`src/rtl/regfile_write_arbiter_if.sv`:
```
// Register-file write-port bus: four requester lanes in, one registered write toward the register file out.
// Grant is combinational back to the requesters; the write fields are registered by the arbiter.
interface regfile_write_arbiter_if #(
    parameter int ADDR_W = 5,
    parameter int DATA_W = 64
);
    logic [3:0]          req;
    logic [4*ADDR_W-1:0] req_addr;
    logic [4*DATA_W-1:0] req_data;
    logic                wr_stall;
    logic [3:0]          gnt;
    logic                RegWrite;
    logic [ADDR_W-1:0]   WriteRegister;
    logic [DATA_W-1:0]   WriteData;
    logic [1:0]          grant_idx;

    modport master (
        output req, req_addr, req_data, wr_stall,
        input  gnt, RegWrite, WriteRegister, WriteData, grant_idx
    );

    modport slave (
        input  req, req_addr, req_data, wr_stall,
        output gnt, RegWrite, WriteRegister, WriteData, grant_idx
    );
endinterface

```
`src/rtl/regfile_write_arbiter.sv`:
```
// Round-robin arbiter for the single register-file write port; the write strobe appears 1 cycle after acceptance.
// wr_stall or reset low forces gnt to zero in the same cycle; no request is consumed while stalled.
module regfile_write_arbiter #(
    parameter int ADDR_W = 5,
    parameter int DATA_W = 64
) (
    input  logic                  clk,
    input  logic                  reset,
    regfile_write_arbiter_if.slave bus
);
    localparam logic [ADDR_W-1:0] XZR = '1;

    logic [1:0]        ptr;
    logic [1:0]        sel;
    logic              xfer;
    logic [ADDR_W-1:0] addr_arr [4];
    logic [DATA_W-1:0] data_arr [4];

    always_comb begin
        for (int i = 0; i < 4; i++) begin
            addr_arr[i] = bus.req_addr[i*ADDR_W +: ADDR_W];
            data_arr[i] = bus.req_data[i*DATA_W +: DATA_W];
        end
    end

    // Scan from the farthest slot back to ptr so the closest requesting slot wins.
    always_comb begin
        sel = ptr;
        for (int k = 3; k >= 0; k--) begin
            if (bus.req[ptr + 2'(k)]) begin
                sel = ptr + 2'(k);
            end
        end
    end

    assign xfer    = reset && !bus.wr_stall && (|bus.req);
    assign bus.gnt = xfer ? (4'b0001 << sel) : 4'b0000;

    always_ff @(posedge clk) begin
        if (!reset) begin
            ptr               <= '0;
            bus.RegWrite      <= 1'b0;
            bus.WriteRegister <= '0;
            bus.WriteData     <= '0;
            bus.grant_idx     <= '0;
        end else if (xfer) begin
            // A write to XZR is consumed and granted but must not strobe the register file.
            bus.RegWrite      <= (addr_arr[sel] != XZR);
            bus.WriteRegister <= addr_arr[sel];
            bus.WriteData     <= data_arr[sel];
            bus.grant_idx     <= sel;
            ptr               <= sel + 2'd1;
        end else begin
            bus.RegWrite      <= 1'b0;
        end
    end
endmodule

```
`src/flat_wrapper.sv`:
```
// flat-port wrapper written by rule: the top's interface ports become plain ports
module regfile_write_arbiter_flat 
#(
    parameter int ADDR_W = 5,
    parameter int DATA_W = 64
)
  (clk, reset, bus_req, bus_req_addr, bus_req_data, bus_wr_stall, bus_gnt, bus_RegWrite, bus_WriteRegister, bus_WriteData, bus_grant_idx);
  regfile_write_arbiter_if #(.ADDR_W(ADDR_W), .DATA_W(DATA_W)) bus_i ();
  input  logic clk;
  input  logic reset;
  input wire logic [$bits(bus_i.req)-1:0] bus_req;
  input wire logic [$bits(bus_i.req_addr)-1:0] bus_req_addr;
  input wire logic [$bits(bus_i.req_data)-1:0] bus_req_data;
  input wire logic [$bits(bus_i.wr_stall)-1:0] bus_wr_stall;
  output wire logic [$bits(bus_i.gnt)-1:0] bus_gnt;
  output wire logic [$bits(bus_i.RegWrite)-1:0] bus_RegWrite;
  output wire logic [$bits(bus_i.WriteRegister)-1:0] bus_WriteRegister;
  output wire logic [$bits(bus_i.WriteData)-1:0] bus_WriteData;
  output wire logic [$bits(bus_i.grant_idx)-1:0] bus_grant_idx;
  assign bus_i.req = bus_req;
  assign bus_i.req_addr = bus_req_addr;
  assign bus_i.req_data = bus_req_data;
  assign bus_i.wr_stall = bus_wr_stall;
  assign bus_gnt = bus_i.gnt;
  assign bus_RegWrite = bus_i.RegWrite;
  assign bus_WriteRegister = bus_i.WriteRegister;
  assign bus_WriteData = bus_i.WriteData;
  assign bus_grant_idx = bus_i.grant_idx;
  regfile_write_arbiter #(.ADDR_W(ADDR_W), .DATA_W(DATA_W)) u_core (.clk(clk), .reset(reset), .bus(bus_i));
endmodule
```
`config.mk`:
```
export PLATFORM = sky130hd
export DESIGN_NAME = regfile_write_arbiter_flat
export DESIGN_NICKNAME = d
export VERILOG_FILES = /design/src/rtl/regfile_write_arbiter_if.sv /design/src/rtl/regfile_write_arbiter.sv /design/src/flat_wrapper.sv
export SDC_FILE = /design/constraint.sdc
export NUM_CORES = 1
export LEC_CHECK = 0
export ABC_AREA = 1
export BUFFER_PORTS_ARGS = -buffer_cell sky130_fd_sc_hd__buf_2
export CAP_MARGIN = 40
export CORE_AREA = 5 5 136 138
export CTS_CLUSTER_DIAMETER = 80
export DETAILED_ROUTE_END_ITERATION = 7
export DIE_AREA = 0 0 141 143
export PLACE_DENSITY_LB_ADDON = 0.15
export SLEW_MARGIN = 10
export SYNTH_ARGS = -nofsm -noshare
export SYNTH_HDL_FRONTEND = slang
export SYNTH_SLANG_ARGS = --single-unit
```
`constraint.sdc`:
```
create_clock -name clk -period 2.3 [get_ports clk]
set_clock_uncertainty 0.05 [all_clocks]
set_input_delay 0.46 -clock clk [delete_from_list [all_inputs] [get_ports clk]]
set_output_delay 0.46 -clock clk [all_outputs]
set_load 0.02 [all_outputs]
```
Yosys cells after proc, flatten, opt, wreduce, memory -nomap -nowiden --
Cells that the tools add are included.
Cells by class: $add $sub $neg 4, order comparisons 5, equal/unequal tests 1, shift-type cells 1, mux-type cells 19, bitwise gates (word level) 1, reductions and logical operators 5
Operator list (number):
- $bmux W64 S2 | 1
- $mux W64 | 2
- $lt A2 B3 Y1 const B | 4
- $bmux W5 S2 | 1
- $mux W5 | 2
- $bmux W1 S2 | 4
- $mux W2 | 4
- $ne A5 B5 Y1 const B | 1
- $add A2 B1 Y2 const B | 2
- $add A2 B2 Y2 const B | 2
- $mux W1 | 4
- $mux W4 | 1
- $reduce_or A4 Y1 | 1
- $shl A1 B2 Y4 const A | 1
- $ge A3 B3 Y1 const B | 1
- $not A2 Y3 | 1
- $logic_and A1 B1 Y1 | 2
- $reduce_and A2 Y1 | 1
- $logic_not A1 Y1 | 1
Word-level totals: bits in registers 74, input port bits 283, output and inout port bits 76, logic and storage cells 41

Depth between registers and ports, before layout --
Gate-level depths: netlist of run 1.
depth after elaboration 12, mapped depth 18, depth with buffers taken out 16

Worst setup path after synthesis of run 1 --
OpenSTA, ideal clock, no wires.
path kind input to output, start input bus_req[1], end output bus_gnt[2], arrival 1.891 ns, data required time 1.790 ns, slack -0.101 ns, cell stages on the path 13, path buffers 2, path through inv_1 > o21ai_1 > nand2_1 > nand2_1 > nand2_1 > nand2_2 > nand3_2 > nand2_4 > buf_4 > buf_2 > ha_1 > inv_1 > nor2_1
Between the ends: word-level cells in the longest chain between the ends 8, elaborated cells on any way between the ends 16, those cells by class shift: 1; mux: 13; reduce/logical: 2
RTL lines:
- from (decl) | RTL line flat_wrapper.sv:11 | input wire logic [$bits(bus_i.req)-1:0] bus_req;
- $bmux W1 S2 | RTL line regfile_write_arbiter.sv:30 | if (bus.req[ptr + 2'(k)]) begin
- $mux W1 (not written as such) | RTL line regfile_write_arbiter.sv:30
- $mux W2 (4 in a row) | RTL line regfile_write_arbiter.sv:30
- $shl A1 B2 Y4 | RTL line regfile_write_arbiter.sv:37 | assign bus.gnt = xfer ? (4'b0001 << sel) : 4'b0000;
- $mux W4 * | RTL line regfile_write_arbiter.sv:37
- to (decl) | RTL line flat_wrapper.sv:15 | output wire logic [$bits(bus_i.gnt)-1:0] bus_gnt;
Mark *: on every way between the ends. The rest lies on a longest branch, timed or not. The select of a mux whose other input is x is not followed.

Final worst setup path of run 1 --
start register u_core.ptr[0], end output bus_gnt[2]
Between the ends: word-level cells in the longest chain between the ends 9, elaborated cells on any way between the ends 17, those cells by class add/sub: 3; shift: 1; mux: 13
RTL lines:
- from (decl) | RTL line regfile_write_arbiter.sv:13 | logic [1:0] ptr;
- from (signal assigned) | RTL line regfile_write_arbiter.sv:52 | ptr <= sel + 2'd1;
- $add A2 B2 Y2 | RTL line regfile_write_arbiter.sv:30, regfile_write_arbiter.sv:31
- $bmux W1 S2 | RTL line regfile_write_arbiter.sv:30
- $mux W1 (not written as such) | RTL line regfile_write_arbiter.sv:30
- $mux W2 (3 in a row) | RTL line regfile_write_arbiter.sv:30
- $mux W2 * | RTL line regfile_write_arbiter.sv:30
- $shl A1 B2 Y4 * | RTL line regfile_write_arbiter.sv:37
- $mux W4 * | RTL line regfile_write_arbiter.sv:37
Marks and branches as above.

==> reports/qor.csv, run 1 <==
metric,value,unit
routed wire length per instance,15.3,um
Die X,141,um
DRT antenna net count,0,
Clock Root Buffer,clkbuf_16,
CP Max Fanout,5,
Initial Utilization,29.2,%
worst r2r path cells,17,
buffer depth of the longest clock path,2,
RSZ-0062 raised after global routing,yes,
most frequent CP cell,nand2_2,
post-detail-place hpwl,16.1,mm
Stages on worst setup path,13,
area delta synth->final,59.8,%
share of layout cells above drive strength 1,38.6,%
RD Place Congestion,0.876,
Ys Warns,0,
core area,17100,um2
VDD IR max,0.826,mV
Worst path slowest cell,dfxtp_4,
Mapped Area,4980,um2
Rel. slew slack,69.6,%
top cell type's share of synthesized area,29.8,%
Post-synth EDFFs,0,
first-pass GRT wire length,31.4,mm
post-layout util,46.6,%
Syn Inst Count,856,
Worst setup SP type,flip-flop,
CTS tree,built,
Fin. Hold Viols,0,
GRT overflow,0,
actual slew at the worst max-slew pin,0.451,ns
final total power,0.0130,W
GRT Util Overall,19.5,%
pin count of the biggest net entering global routing,57,
max incr delay on CP,0.40,ns
port buffer count,358,
top-count cell post-synth,nand2_1,
fin cells,1445,
# rows,48,
"Avg Cell Area, Syn",5.81,um2
Critical Path AT,1.99,ns
pwr dens,1630,nW/um2
Synth Flop Type,dfxtp_1,
"Async S/R FF share, synth",0,%
crit share post-route,109,%
Final WS setup,-0.199,ns
detailed-route via count,6689,
number of top-level pins,359,
Crit. End Element,output pin,
Clock Latency Late Sink,0.33,ns
crit-path leading delay family,simple AND/OR/NAND/NOR gates,
Worst Hold Path Cells,2,
fillers,1793,
leakage,4.55,nW
Layout Nets,1501,
drt first-iter violations,231,
worst endpoint required time,1.79,ns
Netlist cell types,24,
max-slew violation count,0,
Die ar.,20200,um2
H-tree depth,3,
design area,7950,um2
dpl cells,1410,
WL final,22.1,mm
WP buf/inv,3,
min-delay worst type,flip-flop to flip-flop,
Synth area leader,dfxtp_1,
Peak Freq,400,MHz
r2r setup slk,-0.05,ns
Storage cell area,1490,um2
Post-synth top cells,"nand2_1, inv_1, o21ai_1",
status,"finished, violations left",
vias in the first global route,6215,
dominant cells by area after synthesis,"dfxtp_1, nand2_1, o21ai_1",
worst path cell trace,buf_6 -> nand2_4 -> nand2_2 -> nand2_1 -> nand2_2 -> nand2_2 -> nand2_4 -> nand3_4 -> nand2_8 -> ha_2 -> inv_1 -> nor2_2 -> buf_6,
clock-pin slew on the worst setup and hold paths,0.06,ns
CTS Sinks,74,
max_cap viols,0,
#FFs+latches synth,74,
"Seq/Total Area, Yosys",29.8,%
TritonRoute pass-1 iters,6,
height of the die,143,um
Post-DP Area,7100,um2
critical setup path kind,flip-flop to output pin,
footprint of the multi-input gates,2940,um2
vias per cell,4.63,
Final setup viols,8,
DRC,0,
TritonCTS Buffers,9,
initial antenna violation count,3,
violated checks,negative setup slack,
post-synth net total,1143,
post-route minimum period,2.50,ns
## flip-flops by register name, indices dropped and copies added (netlist names)
name                      cells
u_core.bus.RegWrite           1
u_core.bus.WriteData         64
u_core.bus.WriteRegister      5
u_core.bus.grant_idx          2
u_core.ptr                    2
## worst paths after layout
kind / start / to
max: u_core.ptr[0] / bus_gnt[2]
min: u_core.bus.WriteData[47] / u_core.bus.WriteData[47]
max reg2reg: u_core.ptr[0] / u_core.bus.WriteData[25]
min reg2reg: u_core.bus.WriteData[47] / u_core.bus.WriteData[47]
## worst min-delay path, stage by stage, from the launching register on
cell	delay, ns
dfxtp_1	0.30
nand2_1	0.06
nand2_1	0.04
## power breakdown
part	internal (W)	switching, W
Combinational	0.00377	0.00551
Clock	0.00103	0.000525
Sequential	0.00184	0.000289
## final cells by class
cell class	count	area share, %
Antenna cell	3	0.0944
Clock buffer	12	3.35
Clock inverter	2	0.755
Inverter	119	5.87
Multi-Input combinational cell	604	36.9
Sequential cell	74	18.7
Tap cell	225	3.54
Timing Repair Buffer	406	30.7
## per-layer routing
layer	vias up	track usage [%]	part of all wire (%)
met3	33	5.29	8.6
met2	291	33.6	49
li1	3461	-	-
met5	-	0	0
met4	0	8.26	2.8
met1	2904	23.0	40
## per-stage QoR
stage                     hold slack (ns)  setup slack [ns]  setup TNS [ns]
after floorplan                     0.481           -0.0240         -0.0240
after global placement              0.383           -0.0165         -0.0518
after detailed placement            0.384           -0.0541          -0.570
after CTS                           0.398            -0.181          -0.712
after global routing                0.419            -0.283           -4.34
final                               0.394            -0.199          -0.853
## timing repair
item	CTS	global route
endpoints found under the hold margin	0	0
pin swaps	23	8
setup endpoints to repair	4	72
buffers inserted	9	2
gates resized for setup	48	33
hold buffers	0	0
gates cloned	0	8
## cell families (layout without fill, tap and decap cells)
kind of cell	count (synthesis)	after routing	synth area share, %
AO/OA/AOI/OAI	225	225	24.4
adder cells (fa/ha/maj)	4	4	1.01
buffers and inverters	178	539	15.0
flip-flops	74	74	29.8
other	0	3	0
AND/OR/NAND/NOR	375	375	29.9
## placed cells by master, fill, tap and decap left out, types with 16 or more instances in the layout
cell,n
buf_2,354
nand2_1,267
inv_1,108
o21ai_1,108
dfxtp_1,72
nor2_1,56
o22ai_1,54
o21ai_0,40
buf_4,26
nand3_1,18
clkbuf_16,16
Power figures use the tool's default switching activity.
==> inputs of run 2 (changes only) <==
- CAP_MARGIN: 40 -> 10
- PLACE_DENSITY_LB_ADDON: 0.15 -> 0.1
==> reports/qor.csv, run 2 (same netlist as run 1, synthesis figures left out) <==
metric,value,unit
clock-pin slew on the worst setup and hold paths,0.06,ns
TritonCTS Buffers,9,
min-delay worst type,flip-flop to flip-flop,
hold_buf cts,0,
CP Max Fanout,6,
initial antenna violation count,6,
Fin. Hold Viols,0,
GRT overflow,0,
critical setup path kind,flip-flop to output pin,
Hold Path Sink,u_core.bus.WriteData[49],
GRT Util Overall,19.5,%
area delta synth->final,56.6,%
buffer depth of the longest clock path,2,
vias in the first global route,6153,
CTS tree,built,
share of layout cells above drive strength 1,38.1,%
worst r2r src,u_core.ptr[0],
RD Place Congestion,0.890,
Die X,141,um
crit share post-route,106,%
Worst Hold Launch,u_core.bus.WriteData[49],
"most common cell after layout, fill and taps aside",buf_2,
actual slew at the worst max-slew pin,0.460,ns
Final setup viols,4,
# rows,48,
Worst Hold Path Cells,2,
Layout Nets,1496,
WL final,21.1,mm
largest registers,"u_core.bus.WriteData x64, u_core.bus.WriteRegister x5",
violated checks,negative setup slack,
Peak Freq,412,MHz
height of the die,143,um
port buffer count,358,
pin count of the biggest net entering global routing,63,
max incr delay on CP,0.37,ns
combinational share of power,70.2,%
Die ar.,20200,um2
worst r2r path cells,18,
Clock Latency Late Sink,0.33,ns
r2r setup slk,0.04,ns
Critical Path AT,1.92,ns
most frequent CP cell,nand2_4,
CTS Sinks,74,
detailed-route via count,6554,
pwr dens,1590,nW/um2
Crit. End Element,output pin,
max FFs per register,64,
TritonRoute pass-1 iters,6,
DP Worst Slack,-0.0290,ns
internal power,0.00634,W
most frequent cells in the layout,"buf_2, nand2_1, o21ai_1",
max_cap viols,0,
post-layout util,45.7,%
Worst setup SP type,flip-flop,
post-route minimum period,2.43,ns
clock power share,12.7,%
DRC,0,
Worst path slowest cell,dfxtp_4,
RSZ-0062 raised after global routing,yes,
leakage,4.47,nW
Flop pwr share,17.1,%
worst path cell trace,buf_6 -> o21ai_2 -> nand2_1 -> nand2_1 -> nand2_2 -> nand2_4 -> nand2_4 -> nand2_4 -> nand2_8 -> inv_8 -> ha_4 -> inv_2 -> nor2_2 -> buf_6,
DRT antenna net count,0,
max-slew violation count,0,
Rel. slew slack,69.0,%
Biggest register,u_core.bus.WriteData,
routed wire length per instance,14.7,um
Initial Utilization,29.2,%
first-pass GRT wire length,31.5,mm
post-detail-place hpwl,16.6,mm
number of top-level pins,359,
status,"finished, violations left",
H-tree depth,3,
Net Sw Power,0.00608,W
core area,17100,um2
vias per cell,4.55,
Final WS setup,-0.128,ns
drt first-iter violations,268,
worst endpoint required time,1.79,ns
Clock Root Buffer,clkbuf_16,
VDD IR max,0.815,mV
switching part of the total,49.0,%
Worst R2R End,u_core.bus.RegWrite,
[run 2: power by group through the flow]
stage / Combinational (W) / Clock, W / Sequential (W)
3_5_place_dp: 0.00784 / 0 / 0.00214
4_1_cts: 0.00819 / 0.00163 / 0.00213
3_3_place_gp: 0.00785 / 0 / 0.00213
6_report: 0.00871 / 0.00158 / 0.00213
5_1_grt: 0.00969 / 0.00168 / 0.00219
2_1_floorplan: 0.00486 / 0 / 0.00274
[run 2: worst max-delay path, delay by kind of cell, from the launching register on]
family,cells,cell delay (ns)
AOI/OAI and AO/OA,1,0.12
buffers and inverters,4,0.35
DFF,1,0.37
adders and majority gates,1,0.12
and+or+nand+nor,8,0.60
[run 2: how the worst max path moves through the flow]
stage | from | endpoint | slack, ns | depth (start not counted)
floorplan | bus_req[1] | bus_gnt[2] | -0.02 | 13
global placement | bus_req[1] | bus_gnt[1] | -0.02 | 16
detailed placement | bus_req[1] | bus_gnt[3] | -0.03 | 15
CTS | u_core.ptr[0] | bus_gnt[0] | -0.15 | 13
global route | u_core.ptr[0] | bus_gnt[0] | -0.25 | 14
finish | u_core.ptr[0] | bus_gnt[1] | -0.13 | 14
[run 2: area by class of cell]
class | instances | area (um2)
clock inverter | 4 | 72.6
timing repair buffer | 401 | 2320
antenna | 2 | 5.00
sequential | 74 | 1490
multi-input combinational | 604 | 2900
fill | 1922 | 9260
tap | 225 | 282
clock buffer | 12 | 267
inverter | 119 | 462
[run 2: metal layers]
metal	vias to the layer above	wire (um)	global-route usage, %
met1	2816	8370	21.9
met4	8	515	6.78
met5	-	46	0
met2	247	10300	34.9
met3	36	1920	6.23
li1	3447	-	-
[run 2: per-stage QoR]
step | total power, W | hold WS [ns] | instances | cell area, um2 | setup TNS, ns
floorplan | 0.00760 | 0.481 | 856 | 4990 | -0.0240
global placement | 0.00998 | 0.383 | 1411 | 7130 | -0.0398
detailed placement | 0.00998 | 0.383 | 1411 | 7130 | -0.0545
CTS | 0.0120 | 0.399 | 1433 | 7610 | -0.613
global route | 0.0136 | 0.415 | 1441 | 7790 | -1.16
finish | 0.0124 | 0.395 | 1441 | 7790 | -0.476
[run 2: timing repair]
action	4_1_cts	5_1_grt
pin swaps	15	14
endpoints found under the setup margin	4	64
resized for setup	32	30
buffers inserted	6	5
gates cloned	0	2
